===== src/rtl/md_pkg.sv =====
// Shared multiply/divide definitions: E/D-stage op encoding, unit op codes, latencies, FSM states.
package md_pkg;

  typedef enum logic [3:0] {
    MdNone  = 4'd0,
    MdMult  = 4'd1,
    MdMultu = 4'd2,
    MdDiv   = 4'd3,
    MdDivu  = 4'd4,
    MdMsub  = 4'd5,
    MdMthi  = 4'd6,
    MdMtlo  = 4'd7,
    MdMfhi  = 4'd8,
    MdMflo  = 4'd9
  } md_op_e;

  localparam logic [1:0] UnitMultu = 2'b00;
  localparam logic [1:0] UnitDivu  = 2'b01;
  localparam logic [1:0] UnitMult  = 2'b10;
  localparam logic [1:0] UnitDiv   = 2'b11;

  localparam int unsigned MUL_LAT = 5;
  localparam int unsigned DIV_LAT = 10;

  typedef enum logic [1:0] {StIdle, StMul, StDiv} md_state_e;

endpackage


===== src/rtl/md_op_dec.sv =====
// Combinational decode of a pipeline md op into unit op code, msub flag and class flags.
module md_op_dec
  import md_pkg::*;
(
  input  logic [3:0] op_i,
  output logic [1:0] unit_op_o,
  output logic       msub_o,
  output logic       is_mul_o,
  output logic       is_div_o,
  output logic       is_mthi_o,
  output logic       is_mtlo_o
);

  always_comb begin
    unit_op_o = UnitMultu;
    msub_o    = 1'b0;
    is_mul_o  = 1'b0;
    is_div_o  = 1'b0;
    is_mthi_o = 1'b0;
    is_mtlo_o = 1'b0;
    case (md_op_e'(op_i))
      MdMult:  begin unit_op_o = UnitMult;  is_mul_o = 1'b1; end
      MdMultu: begin unit_op_o = UnitMultu; is_mul_o = 1'b1; end
      MdMsub:  begin unit_op_o = UnitMult;  is_mul_o = 1'b1; msub_o = 1'b1; end
      MdDiv:   begin unit_op_o = UnitDiv;   is_div_o = 1'b1; end
      MdDivu:  begin unit_op_o = UnitDivu;  is_div_o = 1'b1; end
      MdMthi:  is_mthi_o = 1'b1;
      MdMtlo:  is_mtlo_o = 1'b1;
      default: ;
    endcase
  end

endmodule


===== src/rtl/md_ctrl.sv =====
// Multiply/divide issue and occupancy control with D-stage interlock.
// Optional divide-by-zero trap enabled by defining MD_DIV_ZERO_EN.
module md_ctrl
  import md_pkg::*;
(
  input  logic        clk,
  input  logic        reset,
  input  logic        e_valid,
  input  logic        e_flush,
  input  logic [3:0]  e_mdop,
  input  logic [31:0] e_rt_val,
  input  logic [3:0]  d_mdop,
  output logic        start,
  output logic [1:0]  mdop,
  output logic        ifmsub,
  output logic        regwritemd,
  output logic        mthi,
  output logic        mtlo,
  output logic        stall_d,
  output logic        busy
`ifdef MD_DIV_ZERO_EN
  ,
  output logic        div_zero
`endif
);

  md_state_e  state_q, state_d;
  logic [3:0] cnt_q, cnt_d;

  logic [1:0] e_unit_op;
  logic       e_msub, e_is_mul, e_is_div, e_is_mthi, e_is_mtlo;
  logic       e_live, issue_ok, issue;

  md_op_dec u_e_dec (
    .op_i      (e_mdop),
    .unit_op_o (e_unit_op),
    .msub_o    (e_msub),
    .is_mul_o  (e_is_mul),
    .is_div_o  (e_is_div),
    .is_mthi_o (e_is_mthi),
    .is_mtlo_o (e_is_mtlo)
  );

  always_comb begin
    e_live   = e_valid & ~e_flush & ~reset;
    issue_ok = e_live & (e_is_mul | e_is_div) & (state_q == StIdle);
`ifdef MD_DIV_ZERO_EN
    div_zero = issue_ok & e_is_div & (e_rt_val == 32'd0);
    issue    = issue_ok & ~div_zero;
`else
    issue    = issue_ok;
`endif
    start      = issue;
    mdop       = issue ? e_unit_op : UnitMultu;
    ifmsub     = issue & e_msub;
    mthi       = e_live & e_is_mthi;
    mtlo       = e_live & e_is_mtlo;
    regwritemd = mthi | mtlo;
    busy       = (state_q != StIdle);
    // A pending HI/LO move must land before D may read or overwrite HI/LO.
    stall_d    = (d_mdop != 4'(MdNone)) &
                 (busy | start | (e_valid & ~e_flush & (e_is_mthi | e_is_mtlo)));
  end

`ifndef MD_DIV_ZERO_EN
  logic unused_rt_val;
  assign unused_rt_val = ^e_rt_val;
`endif

  always_comb begin
    state_d = state_q;
    cnt_d   = cnt_q;
    unique case (state_q)
      StIdle: begin
        if (issue) begin
          state_d = e_is_mul ? StMul : StDiv;
          cnt_d   = e_is_mul ? 4'(MUL_LAT - 1) : 4'(DIV_LAT - 1);
        end
      end
      StMul, StDiv: begin
        if (cnt_q == 4'd0) state_d = StIdle;
        else               cnt_d   = cnt_q - 4'd1;
      end
      default: state_d = StIdle;
    endcase
  end

  always_ff @(posedge clk) begin
    if (reset) begin
      state_q <= StIdle;
      cnt_q   <= 4'd0;
    end else begin
      state_q <= state_d;
      cnt_q   <= cnt_d;
    end
  end

  // Ops arriving while occupied are dropped; D-stage interlock should prevent them.
  a_no_issue_when_busy: assert property (@(posedge clk) disable iff (reset)
    !(e_valid && !e_flush && (e_is_mul || e_is_div) && state_q != StIdle));

endmodule


===== config.mk =====
export PLATFORM = sky130hd
export DESIGN_NAME = md_ctrl
export DESIGN_NICKNAME = d
export VERILOG_FILES = /design/src/rtl/md_pkg.sv /design/src/rtl/md_op_dec.sv /design/src/rtl/md_ctrl.sv
export SDC_FILE = /design/constraint.sdc
export NUM_CORES = 1
export LEC_CHECK = 0
export BUFFER_PORTS_ARGS = -buffer_cell sky130_fd_sc_hd__clkbuf_2
export CORE_MARGIN = 5
export CORE_UTILIZATION = 37
export CTS_CLUSTER_DIAMETER = 120
export DETAILED_ROUTE_END_ITERATION = 6
export GPL_TIMING_DRIVEN = 0
export PLACE_DENSITY = 0.79
export SYNTH_ARGS = -nofsm -noshare
export SYNTH_HDL_FRONTEND = slang
export SYNTH_SLANG_ARGS = --single-unit

===== constraint.sdc =====
create_clock -name clk -period 6 [get_ports clk]
set_clock_uncertainty 0.15 [all_clocks]
set_input_delay 1.2 -clock clk [delete_from_list [all_inputs] [get_ports clk]]
set_output_delay 1.2 -clock clk [all_outputs]
set_load 0.01 [all_outputs]

---- After elaboration in Yosys (flattened, before gate mapping) ----
Cells that the tools add are included.
word-level totals
  bits in registers ....................... 6
  output and inout bits ................... 9
  logic and storage cells ................. 57
operators by class
  $add $sub $neg .......................... 1
  equal/unequal tests ..................... 12
  mux-type cells .......................... 15
  bitwise logic cells ..................... 16
  reductions and logical operators ........ 11
operators by type and width
  operator                                                                count
  4-bit by 3-bit equality test with 1-bit output (second input constant)  4
  4-bit 2-to-1 mux                                                        3
  1-bit AND                                                               9
  4-bit by 2-bit equality test with 1-bit output (second input constant)  2
  2-bit 2-to-1 mux                                                        4
  4-bit case mux with 2 select lines                                      1
  2-bit != test (second input constant)                                   3
  2-bit case mux with 3 select lines                                      1
  2-bit OR reduction                                                      3
  1-bit 2-to-1 mux                                                        5
  1-bit OR                                                                5
  4-bit by 1-bit equality test with 1-bit output (second input constant)  1
  4-bit logical NOT                                                       1
  2-bit case mux with 2 select lines                                      1
  2-bit nonzero test                                                      2
  4-bit nonzero test                                                      1
  4-bit by 1-bit subtractor with 4-bit output (second input constant)     1
  3-bit AND reduction                                                     1
  3-bit OR reduction                                                      1
  2-bit by 1-bit equality test with 1-bit output (second input constant)  1
  2-bit equality test (second input constant)                             1
  2-bit logical NOT                                                       1
  1-bit inverter                                                          2
  2-bit AND reduction                                                     1

---- Depth between registers and ports, before layout ----
Gate-level depths: netlist (run 1).
  depth in word-level cells ............... 9
  depth in mapped cells ................... 6
  depth with buffers taken out ............ 6

---- Cells and area by module ----
A second synthesis (run 1) with hierarchy kept.
unflattened totals
  cell total of the unflattened synthesis .. 77
  area total of the unflattened synthesis .. 615.6 um^2
modules (own cells, without submodules)
  module     instances  cells each  area an instance (um^2)
  md_ctrl    1          66          531.8
  md_op_dec  1          11          83.8

---- Least setup slack after synthesis (run 1) ----
Ideal clock, no wire load.
  kind .................................... input -> output
  from .................................... input port reset
  to ...................................... output port start
  arrival ................................. 2385 ps
  required time ........................... 4650 ps
  slack ................................... 2265 ps
  stages on the path ...................... 3
  cells stage by stage .................... buf_6 -> or4b_4 -> nor4_1
on the way
  word-level cells in the longest chain between the ends .. 4
ends and longest elaborated chain
  item                    RTL line       source
  start: declaration      md_ctrl.sv:7   input logic reset,
  1-bit inverter          md_ctrl.sv:45  e_live = e_valid & ~e_flush & ~reset;
  1-bit AND               md_ctrl.sv:45
  1-bit AND (2 in a row)  md_ctrl.sv:46  issue_ok = e_live & (e_is_mul | e_is_div) & (state_q == StIdle);
  end: declaration        md_ctrl.sv:13  output logic start,
Every way passes these cells.

---- Worst setup path after layout (run 1) ----
  from .................................... input port e_mdop[3]
  to ...................................... output port start
on the way
  word-level cells in the longest chain between the ends .. 6
ends and longest elaborated chain
  item                                                                       RTL line         source
  start: declaration                                                         md_ctrl.sv:10    input logic [3:0] e_mdop,
  4-bit by 1-bit equality test with 1-bit output (tied with other cells)     md_op_dec.sv:21  case (md_op_e'(op_i))
  3-bit OR reduction (no source line) or 2-bit OR reduction (tied branches)  n/a
  1-bit 2-to-1 mux                                                           md_op_dec.sv:21
  1-bit OR *                                                                 md_ctrl.sv:46
  1-bit AND * (2 in a row)                                                   md_ctrl.sv:46
Every way passes the cells marked *; elsewhere a longest branch is shown, timed or not.

==> impl.org, run 1 <==
** STA
- Pin slew with the least headroom to its limit :: 0.480 ns
- The worst pin sits at a relative slew slack of 0.677.
- Summed over all failing endpoints, the final setup total negative slack is 0 ns.
- Pins over their slew limit :: 0
- Number of hold violations in the final report :: 0
- The smallest clock period supported by the final layout is computed as 3.91 ns.
- For this run, the top clock speed supported by timing is 0.256 GHz.
- Setup repair after global routing left no endpoint under its margin.
- Final-layout worst hold slack :: 0.324 ns
- Final cycle utilization of the critical path :: 0.651
- Setup violations remaining at the end of the flow were counted as 0.

** Global route
- The first global-routing pass estimated 2.28 mm of wire.
- Largest net degree at the start of global routing :: 11
- Vias in the first global route :: 528
- The initial antenna violation count is 0.
- Across every metal layer, demand over resource in global routing totals 0.138.
- Total gr overflow :: 0

** Yosys
- Mux cell area share after synthesis :: 0.0189
- Of the total synthesized cell area, the portion taken by XOR and XNOR cells is 0.
- By instance count, the leading cell after synthesis is sky130_fd_sc_hd__inv_1.
- The synthesized netlist occupies a cell area of 531 µm².
- Simple-gate share of the synthesized area :: 0.392
- After synthesis, the largest family of logic cells by area is simple AND/OR/NAND/NOR gates.
- Part of the Yosys area used for sequential elements :: 0.226
- The area fraction in compound gates after synthesis was 0.236.
- Count of mapped cells out of synthesis :: 70
- The largest total area in the synthesized netlist belongs to sky130_fd_sc_hd__dfxtp_1.
- The synthesized design contains 0 enable-type register cells.
- Synth warnings :: 0
- Of the total synthesized cell area, the portion taken by full adders, half adders and majority gates is 0.0472.
- Post-synth top area share :: 0.226
- By area the synthesized netlist is led by sky130_fd_sc_hd__dfxtp_1, sky130_fd_sc_hd__a21oi_1, sky130_fd_sc_hd__inv_1, sky130_fd_sc_hd__ha_1, sky130_fd_sc_hd__nor3_1.
- After synthesis, the netlist uses 31 different library cells.
- Each instance of the synthesized netlist takes up on average 7.58 µm².
- Commonest cells post-synth :: sky130_fd_sc_hd__inv_1, sky130_fd_sc_hd__a21oi_1, sky130_fd_sc_hd__dfxtp_1
- Counting flops and latches in the post-synthesis netlist gives 6.
- Synthesis produced a netlist with a net count of 116.
- In the synthesized netlist the async set-or-reset flop fraction comes to 0.
- Dominant synthesized flop cell :: sky130_fd_sc_hd__dfxtp_1

** Drt
- Final ANT Viol Nets :: 0
- In this run, the number of DRC markers left after iteration 0 of detailed routing was 12.
- Via density per instance :: 5.37
- The first TritonRoute pass finished after 4 iterations.
- Detailed routing inserted a total of 575 vias.
- In the final routed layout, each cell accounts on average for 12.1 µm.
- Count of unresolved DRC violations after routing :: 0
- Final Routed Wirelength :: 1.30 mm

** Pwr
- Pwr/cell area :: 151 mW/mm²
- Maximum VDD drop :: 108 µV
- Leakage :: 0.284 nW
- The design draws 101 µW.

** Final layout
- Share of post-route cells with drive strength above 1 :: 0.315
- Relative area change from synthesis to final layout :: 25.7%
- Post-layout nets :: 140
- Antenna diode count :: 0

** Floorplanning
- CORE AREA :: 0.00133 mm²
- The floorplan step set the die height to 47.9 µm.
- 53 I/O pins were placed.
- Overall die area :: 0.00229 mm²
- Row count :: 13
- For this configuration, the core starts out at a cell density of 0.398.
- Die X-Extent :: 47.9 µm

** Clocking
- Skew-Pair Late Insertion Delay :: 0.24 ns
- Post-cts resize count :: 0
- Clock tree from TritonCTS :: done
- Number of clock buffers inserted by TritonCTS :: 3
- Clk buf depth :: 2
- The number of hold buffers added after CTS was 0.
- # H-tree levels :: 1
- In this run the clock root is driven by a sky130_fd_sc_hd__clkbuf_4.
- Clock-pin slew was measured on the worst setup and hold paths at 0.04 ns.
- The clock net in this run drives a total of 6 sinks.
- Buffers inserted during post-CTS setup optimization :: 0

** Placement
- Detail Placement HPWL :: 1.08 mm
- Routability-driven placement finished with a final weighted congestion of 0.786.
- Count of input and output buffers :: 19

** Setup path
- STA classifies the critical path startpoint as an input pin.
- Data required time at the worst endpoint :: 4.65 ns
- The worst setup path is captured at an output port.
- Of all nets on the critical path, the largest fanout is 4.
- Endpoint arrival time on the critical path :: 2.56 ns
- The critical path is of the input pin to output port type.

** Worst hold path
- Type of the worst min-delay path :: flip-flop to flip-flop

** Outcome
- The flow ran to the end, and the final reports show no timing, DRC or antenna violations.

** Run
- Max cap viols :: 0
## worst paths after layout
kind,startpoint,endpoint,slack (ns),depth (start not counted)
worst max-delay path,e_mdop[3],start,2.09,4
worst max register to register,cnt_q[0]$_SDFFE_PP0P_,cnt_q[0]$_SDFFE_PP0P_,3.98,6
worst min-delay path,state_q[0]$_SDFFE_PP0P_,state_q[0]$_SDFFE_PP0P_,0.32,2
worst min register to register,state_q[0]$_SDFFE_PP0P_,state_q[0]$_SDFFE_PP0P_,0.32,2
## cell families after synthesis
kind of cell,count (synthesis)
simple gates,33
compound gates,19
fa+ha+maj,2
mux,1
flops,6
buf+inv,9
## per-stage QoR
step                      instance area (µm²)  setup slack [ns]   util  instances
after global placement                    644              2.12  0.483        104
final                                     667              2.09  0.500        107
after global routing                      667              1.96  0.500        107
after floorplan                           531              2.26      -         70
after CTS                                 667              2.09  0.500        107
after detailed placement                  644              2.09  0.483        104
## sequential cells by signal (all words and copies together) (netlist names)
register and cells:
cnt_q 4, state_q 2
## critical path: stages
cell                       delay [ns]
sky130_fd_sc_hd__clkbuf_2        0.10
sky130_fd_sc_hd__or4b_4          0.56
sky130_fd_sc_hd__nor4_1          0.47
sky130_fd_sc_hd__clkbuf_2        0.22
## layout by cell type (no fill, tap or decap), types with 4 or more instances in the layout
master	Yosys	layout
sky130_fd_sc_hd__clkbuf_2	0	19
sky130_fd_sc_hd__nor3_1	4	4
sky130_fd_sc_hd__inv_1	7	7
sky130_fd_sc_hd__o21ai_0	4	4
sky130_fd_sc_hd__nor2_1	4	4
sky130_fd_sc_hd__a21oi_1	6	6
sky130_fd_sc_hd__dfxtp_1	6	6
## area by class of cell
| cell class | instances | area (µm²) |
|---|---|---|
| Tap cell | 15 | 18.8 |
| Timing Repair Buffer | 19 | 95.1 |
| Sequential cell | 6 | 120 |
| Fill cell | 137 | 667 |
| Multi-Input combinational cell | 55 | 368 |
| Buffer | 2 | 16.3 |
| Clock buffer | 3 | 22.5 |
| Inverter | 7 | 26.3 |
## power by group
part	internal, mW	switching [mW]	leakage [nW]
logic	0.0104	0.0126	0.221
clock network	0.0225	0.0132	0.0138
registers	0.0411	0.000779	0.0485
total	0.0741	0.0266	0.284
## routing by layer
layer,vias up,GRT usage,share of wire
met1,250,0.188,0.47
met5,-,0,0
met4,0,0.0161,0
met2,21,0.219,0.46
met3,0,0.0451,0.072
li1,304,-,-
Note: power is estimated with default switching activity, not from simulation.
==> inputs of run 2 (changes only) <==
--- a/config.mk
+++ b/config.mk
@@ -5,13 +5,15 @@
 export SDC_FILE = /design/constraint.sdc
 export NUM_CORES = 1
 export LEC_CHECK = 0
+export ABC_AREA = 1
 export BUFFER_PORTS_ARGS = -buffer_cell sky130_fd_sc_hd__clkbuf_2
+export CORE_ASPECT_RATIO = 1.25
 export CORE_MARGIN = 5
-export CORE_UTILIZATION = 37
+export CORE_UTILIZATION = 31
 export CTS_CLUSTER_DIAMETER = 120
 export DETAILED_ROUTE_END_ITERATION = 6
 export GPL_TIMING_DRIVEN = 0
-export PLACE_DENSITY = 0.79
+export PLACE_DENSITY = 0.69
 export SYNTH_ARGS = -nofsm -noshare
 export SYNTH_HDL_FRONTEND = slang
 export SYNTH_SLANG_ARGS = --single-unit
==> constraint.sdc (replaced) <==
create_clock -name clk -period 3.3 [get_ports clk]
set_clock_uncertainty 0.15 [all_clocks]
set_input_delay 0.66 -clock clk [delete_from_list [all_inputs] [get_ports clk]]
set_output_delay 0.66 -clock clk [all_outputs]
set_load 0.01 [all_outputs]
==> run 2 against run 1 <==
Largest cell class unchanged. Synthesized cell count rose by 30%. Via count increased by 10%. Clock power grew 85%. Routed wire length rose by 0.62%. Highest routed layer is now met4. Worst setup slack worse by 1.3 ns. Critical path depth grew 8. Sequential power up 140%. Area after synthesis increased by 2.4%. Sequential share of layout area shrank 0.59 points. Die area rose by 18%.
==> impl.org, run 2 <==
** Outcome
- Result of the run :: finished clean

** Floorplanning
- Overall die area :: 0.00269 mm²
- For this configuration, the core starts out at a cell density of 0.315.
- 53 I/O pins were placed.
- Die X-Extent :: 47.4 µm
- From bottom edge to top edge, the die measures 56.8 µm.
- The total area inside the core boundary comes to 0.00172 mm².
- In this run the core area contains 17 standard-cell rows.

** Setup path
- Combined buffer and inverter count along the critical path :: 5
- Cell depth of the worst flop-to-flop path :: 7
- By startpoint and endpoint, the worst setup path is classified as input pin to output port.
- Launch point of the worst path :: e_mdop[1]
- In this design, the stage delay of the slowest critical-path cell is 0.18 ns.
- Data on the critical path is required at its endpoint by 2.49 ns.
- The worst setup path is captured at an output port.
- Data arrives at the worst endpoint at 1.72 ns.
- The startpoint identified for the worst register-to-register timing path is state_q[0]$_SDFFE_PP0P_.
- Among all stages on the critical path, the largest delay is contributed by sky130_fd_sc_hd__nor2_2.
- Ordered list of cells on the worst path :: clkbuf_2 > inv_2 > nand2_2 > nor2_2 > nor2_4 > nand2_2 > nand2_2 > nand2_2 > buf_6 > o21ai_1 > inv_1 > clkbuf_2
- Worst Path Max Fanout :: 10
- Most common cell on crit path :: sky130_fd_sc_hd__nand2_2
- Total stage count of the critical path :: 12
- Cell family with the largest share of critical-path delay :: simple AND/OR/NAND/NOR gates
- The worst setup path is launched from an input pin.

** STA
- The clock period could shrink to 2.53 ns.
- After routing, the total negative slack on setup checks comes to 0 ns.
- Number of hold violations in the final report :: 0
- Count of final setup violators :: 0
- Pin slew with the least headroom to its limit :: 0.294 ns
- The worst pin sits at a relative slew slack of 0.803.
- Final cycle utilization of the critical path :: 0.768
- The number of pins with negative max-slew slack in the final report was 0.
- Upper clock frequency limit :: 0.395 GHz
- Setup repair after global routing left no endpoint under its margin.

** Yosys
- The cell count after synthesis came out at 91.
- Synth cell types :: 19
- For this run, the number of Yosys warnings is 0.
- Yosys instantiated no cell more often than sky130_fd_sc_hd__nand2_1.
- Mean area per synthesized cell :: 5.97 µm²
- Biggest area consumer among synthesized cells :: sky130_fd_sc_hd__dfxtp_1
- Dominant synthesized flop cell :: sky130_fd_sc_hd__dfxtp_1
- Commonest cells post-synth :: sky130_fd_sc_hd__nand2_1, sky130_fd_sc_hd__inv_1, sky130_fd_sc_hd__nand3_1
- Part of the Yosys area used for sequential elements :: 0.221
- By area the synthesized netlist is led by sky130_fd_sc_hd__dfxtp_1, sky130_fd_sc_hd__nand2_1, sky130_fd_sc_hd__inv_1, sky130_fd_sc_hd__nand3_1, sky130_fd_sc_hd__nand2_2.
- The mapped netlist covers 543 µm².
- The number of nets handed over by synthesis was 137.
- In this run, synthesis inferred 0 flip-flops with an integrated enable.
- Fraction of registers with async set or reset after synthesis :: 0
- Post-synth top area share :: 0.221
- Flip-flop and latch count after synthesis :: 6

** Final layout
- Post-layout nets :: 162
- Top reg by flops :: cnt_q
- Share of post-route cells with drive strength above 1 :: 0.351
- Flip-flop count of the largest register after layout :: 4
- Highest-count cells in the layout ignoring fill and taps :: sky130_fd_sc_hd__clkbuf_2, sky130_fd_sc_hd__nand2_1, sky130_fd_sc_hd__inv_1
- With fillers left out, the area of the finished cells amounts to 689 µm².
- Relative area change from synthesis to final layout :: 27.0%
- Commonest non-fill, non-tap cell in the layout :: sky130_fd_sc_hd__clkbuf_2
- The repair_antennas step left the layout with diodes totalling 0.
- Registers with the most flip-flops :: cnt_q (4), state_q (2)

** Drt
- Drt initial violations :: 4
- Count of unresolved DRC violations after routing :: 0
- Wires add up to 1.31 mm.
- After detailed routing, the average wire length per cell comes to 9.82 µm.
- Final ANT Viol Nets :: 0
- Vias after detailed routing :: 633
- Detailed-router iteration count before antenna repair :: 4
- Via density per instance :: 4.76

** Pwr
- Of the total power, registers draw 0.285.
- Of the total power, the clock network draws 0.191.
- Switching pwr :: 146 µW
- The internal power of the cells totals 200 µW.
- Leakage :: 0.347 nW
- Sw Ratio :: 0.422
- Dividing total power by cell area gives a power density of 502 mW/mm².
- Logic gate share of total power :: 0.524
- Overall power consumption after layout is estimated at 346 µW.
- Maximum VDD drop :: 260 µV

** Clocking
- Number of clock sinks :: 6
- The longest clock path from root to sink contains 2 buffers.
- After clock tree synthesis, the clock-pin slew on the worst setup and hold paths is 0.04 ns.
- In this run the number of H-tree levels came out at 1.
- TritonCTS built the clock tree.
- Buffers added to address setup during post-CTS repair amount to 0.
- Clock tree root driver cell :: sky130_fd_sc_hd__clkbuf_4
- Hold buffer count at cts :: 0
- The number of gates resized after CTS was 0.
- Skew-Pair Late Insertion Delay :: 0.24 ns
- Number of clock buffers inserted by TritonCTS :: 3

** Global route
- Number of antenna violations at the first check in global routing :: 0
- Largest net degree at the start of global routing :: 11
- The first global-routing pass estimated 2.19 mm of wire.
- Total gr overflow :: 0
- The via count of the first global-routing pass came to 573.
- Across every metal layer, demand over resource in global routing totals 0.112.

** Worst hold path
- The path class of the tightest hold or removal check is flip-flop to flip-flop.
- The worst hold path passes through 2 cells.
- Startpoint of the most critical hold path :: state_q[0]$_SDFFE_PP0P_

** Placement
- At the end of routability-driven placement, the weighted congestion stood at 0.856.
- Detail Placement HPWL :: 1.11 mm
- Total placed instance area :: 667 µm²
- Count of input and output buffers :: 20

** Run
- Max-cap violations in this run came to 0.
[run 2: cell types whose count changed in the layout (fill, tap and decap cells not counted), sizes merged, moves of 3 or more]
cell	before	now
nor2	4	13
nor2b	3	0
and2	3	0
nand2	3	23
inv	7	17
or4b	3	0
nand3	2	8
[run 2: power by group through the flow]
stage	Sequential (mW)	Combinational (mW)	Clock, mW
3_5_place_dp	0.0999	0.181	0
2_1_floorplan	0.0979	0.138	0
4_1_cts	0.0985	0.182	0.0698
5_1_grt	0.101	0.212	0.0755
6_report	0.0987	0.181	0.0661
3_3_place_gp	0.0994	0.175	0
[run 2: logic make-up after synthesis]
logic type	Yosys count	share of synthesized area
fa+ha+maj	2	0.0461
simple gates	52	0.463
flops	6	0.221
compound gates	13	0.131
buf+inv	18	0.138
[run 2: routing by layer]
metal	up-vias	track usage	share of wire
met5	-	0	0
met1	276	0.125	0.40
met2	17	0.176	0.49
met3	5	0.0321	0.081
met4	0	0.0711	0.025
li1	335	-	-
[run 2: per-stage QoR]
stage	hold slack, ns	setup WS (ns)	util	std cells
2_1_floorplan	0.283	1.04	-	91
3_3_place_gp	0.304	0.791	0.387	130
3_5_place_dp	0.310	0.773	0.387	130
4_1_cts	0.317	0.769	0.400	133
5_1_grt	0.332	0.633	0.400	133
6_report	0.309	0.766	0.400	133
[run 2: worst paths after layout]
check	endpoint	slack, ns
worst max-delay path	stall_d	0.77
worst min-delay path	state_q[0]$_SDFFE_PP0P_	0.31
worst max register to register	cnt_q[0]$_SDFFE_PP0P_	1.71
worst min register to register	state_q[0]$_SDFFE_PP0P_	0.31
[run 2: layout make-up]
class                      count  area, µm²
timing repair buffer          20        100
fill                         189       1030
buffer                         1       11.3
clock buffer                   3       22.5
tap                           19       23.8
sequential                     6        120
multi-input combinational     67        348
inverter                      17       63.8
[run 2: worst register-to-register path, stage by stage, from the launching register on]
cell                      delay (ns)
sky130_fd_sc_hd__dfxtp_1        0.32
sky130_fd_sc_hd__inv_1          0.04
sky130_fd_sc_hd__ha_1           0.35
sky130_fd_sc_hd__o21ai_1        0.20
sky130_fd_sc_hd__o21ai_2        0.17
sky130_fd_sc_hd__nand2_1        0.12
sky130_fd_sc_hd__nand2_1        0.05
sky130_fd_sc_hd__a21oi_1        0.12
